--- config.mk ---
export PLATFORM = sky130hd
export DESIGN_NAME = pc_fetch_ctrl
export DESIGN_NICKNAME = d
export VERILOG_FILES = /design/src/rtl/pc_pkg.sv /design/src/rtl/pc_fetch_ctrl.sv
export SDC_FILE = /design/constraint.sdc
export NUM_CORES = 1
export LEC_CHECK = 0
export ABC_AREA = 0
export CAP_MARGIN = 0
export CORE_AREA = 2 2 60 62
export CTS_BUF_LIST = sky130_fd_sc_hd__clkbuf_8
export CTS_CLUSTER_SIZE = 16
export DETAILED_ROUTE_END_ITERATION = 8
export DIE_AREA = 0 0 62 64
export DONT_BUFFER_PORTS = 1
export GPL_TIMING_DRIVEN = 0
export PLACE_DENSITY = 0.73
export SLEW_MARGIN = 20
export SYNTH_ARGS = -nofsm -noshare
export SYNTH_HDL_FRONTEND = slang
export SYNTH_SLANG_ARGS = --single-unit
--- constraint.sdc ---
create_clock -name clk -period 2.7 [get_ports clk]
set_clock_uncertainty 0.2 [all_clocks]
set_input_delay 0 -clock clk [delete_from_list [all_inputs] [get_ports clk]]
set_output_delay 0 -clock clk [all_outputs]
set_load 0.05 [all_outputs]
--- src/rtl/pc_pkg.sv ---
// Shared fetch-path definitions used by the sequencer, jump lookup table and imem.
package pc_pkg;

    // Default PC width; all PC arithmetic wraps modulo 2**PC_D_DEF.
    localparam int unsigned PC_D_DEF     = 12;
    // PC value loaded on every start pulse.
    localparam int unsigned START_PC_DEF = 0;
    // Default width of the retired-fetch counter.
    localparam int unsigned CNT_W_DEF    = 16;
    // Jump lookup table index width.
    localparam int unsigned LUT_AW       = 8;

    // Run/halt state of the fetch sequencer.
    typedef enum logic [1:0] {
        IDLE = 2'd0,
        RUN  = 2'd1,
        HALT = 2'd2
    } fetch_state_t;

endpackage : pc_pkg

--- src/rtl/pc_fetch_ctrl.sv ---
// Program-counter register and fetch sequencer: advance, hold, or load a jump
// target from the external combinational lookup table; owns run/halt state and
// a saturating retired-fetch counter.
module pc_fetch_ctrl
    import pc_pkg::*;
#(
    parameter int unsigned D        = PC_D_DEF,
    parameter int unsigned START_PC = START_PC_DEF,
    parameter int unsigned CNT_W    = CNT_W_DEF
) (
    input  logic              clk,
    input  logic              reset_n,
    input  logic              start,
    input  logic              stall,
    input  logic              jump_en,
    input  logic [LUT_AW-1:0] jump_idx,
    input  logic              halt_req,
    input  logic [D-1:0]      lut_target,
    output logic [LUT_AW-1:0] lut_addr,
    output logic [D-1:0]      prog_ctr,
    output logic              flush,
    output logic              busy,
    output logic              halted,
    output logic [CNT_W-1:0]  fetch_cnt
);

    localparam logic [D-1:0]     START_PC_V = D'(START_PC);
    localparam logic [CNT_W-1:0] CNT_MAX    = {CNT_W{1'b1}};

    fetch_state_t     state_q, state_d;
    logic [D-1:0]     pc_q, pc_d;
    logic             flush_q, flush_d;
    logic [CNT_W-1:0] cnt_q, cnt_d;
    logic             busy_q, halted_q;
    logic [CNT_W-1:0] cnt_inc;
    logic [D-1:0]     pc_inc;

    // Lookup table is addressed straight from the decoder, in every state.
    assign lut_addr = jump_idx;

    // Saturating count and wrapping PC increment.
    always_comb begin
        cnt_inc = (cnt_q == CNT_MAX) ? cnt_q : cnt_q + CNT_W'(1);
        pc_inc  = pc_q + D'(1);
    end

    // Next-state and datapath selection, priority start > halt > stall > jump > advance.
    always_comb begin
        state_d = state_q;
        pc_d    = pc_q;
        flush_d = 1'b0;
        cnt_d   = cnt_q;

        unique case (state_q)
            IDLE, HALT: begin
                if (start) begin
                    state_d = RUN;
                    pc_d    = START_PC_V;
                    cnt_d   = '0;
                end
            end
            RUN: begin
                if (start) begin
                    pc_d  = START_PC_V;
                    cnt_d = '0;
                end else if (halt_req) begin
                    state_d = HALT;
                end else if (stall) begin
                    // Hold; any concurrent jump is re-presented by the decoder later.
                    pc_d = pc_q;
                end else if (jump_en) begin
                    pc_d    = lut_target;
                    flush_d = 1'b1;
                    cnt_d   = cnt_inc;
                end else begin
                    pc_d  = pc_inc;
                    cnt_d = cnt_inc;
                end
            end
            default: begin
                state_d = IDLE;
            end
        endcase
    end

    // State, PC, flush and counter registers; status flags registered from next state.
    always_ff @(posedge clk or negedge reset_n) begin
        if (!reset_n) begin
            state_q  <= IDLE;
            pc_q     <= '0;
            flush_q  <= 1'b0;
            cnt_q    <= '0;
            busy_q   <= 1'b0;
            halted_q <= 1'b0;
        end else begin
            state_q  <= state_d;
            pc_q     <= pc_d;
            flush_q  <= flush_d;
            cnt_q    <= cnt_d;
            busy_q   <= (state_d == RUN);
            halted_q <= (state_d == HALT);
        end
    end

    assign prog_ctr  = pc_q;
    assign flush     = flush_q;
    assign fetch_cnt = cnt_q;
    assign busy      = busy_q;
    assign halted    = halted_q;

endmodule : pc_fetch_ctrl

==> flow_summary.toml <==
[global_route]
grt_antenna_before_repair = 0
grt_use_total_pct = 30.0
grt_max_degree = 34
grt_pass1_wl_mm = 8.76
overflow = 0
grt_pass1_vias = 1888

[timing]
setup_violations = 0
rsz0062_at_grt = "yes"
slew_violations = 0
relSlewSlack_pct = 58.6
hold_viol_final = 0
tns_ns = 0
timing.fmax_mhz = 392
worstMarginPinSlew_ns = 0.617
fin_crit_ns = 2.55
fin_crit_sh_pct = 94.6

[worst_setup_path]
arrival_ns = 2.58
crit_required_ns = 2.73
crit_top_cell = "o21ai_0"
slowest_delay_ns = 0.58
cp-startpoint = "state_q[0]"
startpoint_type = "flip-flop"
crit_path_top_delay_cell = "dlygate4sd3_1"
ff2ff_setup_slack_ns = 0.15
endpoint_kind = "flip-flop"
critPathKind = "reg2reg"
r2r_end = "prog_ctr[8]"
cp_max_fo = 10
cp-endpoint = "prog_ctr[8]"
r2r_cells = 7
crit_path_cell_trace = "nor3b_4, nand2b_1, clkbuf_1, a21oi_1, o21ai_0, o21ai_0, dlygate4sd3_1"
r2r-start = "state_q[0]"

[final_layout]
final_nets = 294
drive_gt1_share_pct = 13.2
finish.instance_area_um2 = 2430
most-common-layout-cells = "dlygate4sd3_1 (32), dfrtp_1 (26), a21oi_1 (22), o21ai_1 (20), o21ai_0 (20)"
final_common_cell = "dlygate4sd3_1"
diodes = 0
area_growth_pct = 27.5

[floorplanning]
core_um2 = 3280
die_area_um2 = 3970
ios = 65
start_util_pct = 58.0
chipWidth_um = 62
die_y_um = 64
rows = 21

[synth]
ys_ff_latch = 33
synth_edf_count = 0
synthesis.area_um2 = 1900
synth.net_count = 253
yosysWarnings = 0
ys_async_sr_fraction_pct = 100
syn_area_per_cell_um2 = 8.46
ys_seq_area_share_pct = 43.4
ys_types = 39
netlist_instances = 225
dominantRegCellSynth = "dfrtp_1"

[route]
num_vias = 1957
wl_per_cell_um = 17.9
drc = 0
drtPass1Iterations = 5
vias_per_cell = 6.27
ant_nets = 0
wirelength_mm = 5.58
drtIter0Drc = 350

[clock_network]
clk_pin_slew_worst_paths_ns = 0.07
cts_buffer_depth = 2
cts_max_level = 2
post_cts_buffers = 0
cts.sinks = 33
cts_root_buffer = "clkbuf_8"
cts_buffers = 5
clock_latency_ns = 0.29
cts_tree = "built"

[run_status]
status = "completed"

[pwr]
power_density_nw_per_um2 = 485
cellLeakagePower_nw = 0.997
vdd_drop_max_v = 0.000301

[min_path]
hp-class = "in2async"

[placement]
place.gp.congestion = 0.868
port_buffers = 0
hpwl_mm = 3.32
dpl_cell_area_um2 = 1960

[flow_run]
drv_cap = 0
## how the worst min path moves through the flow
stage / from / endpoint / slack (ns)
finish: reset_n / prog_ctr[10] / 0.06
global route: jump_en / prog_ctr[1] / 0.1
CTS: reset_n / prog_ctr[9] / 0.05
detailed placement: reset_n / prog_ctr[4] / -0.49
global placement: reset_n / prog_ctr[4] / -0.49
floorplan: reset_n / busy / -0.50
## cell families (layout without fill, tap and decap cells)
| logic type | after synthesis | in the layout | share of synthesized area, % |
|---|---|---|---|
| compound gates | 80 | 80 | 24.6 |
| mux | 2 | 2 | 1.05 |
| buf+inv | 25 | 66 | 7.16 |
| flops | 33 | 33 | 43.4 |
| fa+ha+maj | 2 | 2 | 1.31 |
| simple gates | 83 | 83 | 22.5 |
## layout make-up
class	instances	area, um^2
clock buffers	6	82.6
clock inverters	1	3.75
plain buffers	18	111
well taps	46	57.6
inverters	7	26.3
multi-input cells	167	951
fillers	241	857
flip-flops and latches	33	835
repair buffers	34	360
## cell usage after synthesis, drive strengths merged (2+ instances only)
| master | number | area, um^2 |
|---|---|---|
| mux2i | 2 | 20.0 |
| inv | 7 | 26.3 |
| nor3 | 6 | 30.0 |
| clkbuf | 7 | 26.3 |
| a21oi | 23 | 126 |
| ha | 2 | 25.0 |
| nand4 | 8 | 50.1 |
| nor3b | 3 | 27.5 |
| nand2 | 20 | 77.6 |
| o21ai | 40 | 200 |
| a32oi | 3 | 26.3 |
| dfrtp | 33 | 826 |
| o31ai | 6 | 55.1 |
| nor2 | 20 | 75.1 |
| nor4 | 4 | 40.0 |
| nor2b | 2 | 12.5 |
| buf | 11 | 83.8 |
| or3 | 4 | 25.0 |
| nand3 | 10 | 50.1 |
| a31oi | 3 | 18.8 |
## report_power, final
part | switching [mW] | leakage, nW | total, mW | internal (mW)
Combinational | 0.117 | 0.510 | 0.200 | 0.0831
Sequential | 0.0814 | 0.439 | 0.593 | 0.512
Clock | 0.186 | 0.0485 | 0.384 | 0.199
## critical path, delay by kind of cell, from the launching register on
family / cells / cell delay (ns)
AO/OA/AOI/OAI: 3 / 0.36
buffers and inverters: 2 / 0.83
flip-flops: 1 / 0.46
AND/OR/NAND/NOR: 2 / 0.64
## through the flow
stage | hold slack, ns | setup slack [ns] | total power [mW] | std cells | utilization (%)
after floorplan | -0.496 | 0.285 | 0.708 | 225 | -
after global placement | -0.495 | 0.0216 | 0.731 | 271 | 59.7
after detailed placement | -0.495 | -0.0352 | 0.738 | 271 | 59.7
after CTS | 0.0484 | 0.0259 | 1.17 | 312 | 73.4
after global routing | 0.0961 | -0.0391 | 1.23 | 312 | 73.9
final | 0.0620 | 0.146 | 1.18 | 312 | 73.9
## registers in the layout (all words and copies together), names as in the netlist
register,cells
busy,1
fetch_cnt,16
state_q,2
flush,1
halted,1
prog_ctr,12
## per-layer routing
layer,track usage [%],part of all wire (%),vias up
met1,36.4,37,918
met4,12.8,2.7,0
met5,0,0,-
met2,47.7,50,133
met3,9.51,9.8,15
li1,-,-,891
## what timing repair did
action                     in CTS  in global routing
resized for setup               3                  8
hold endpoints to repair       71                  0
pin swaps                       0                  1
hold buffers                   34                  0
setup endpoints to repair      10                 15
(Power assumes the default switching activity.)
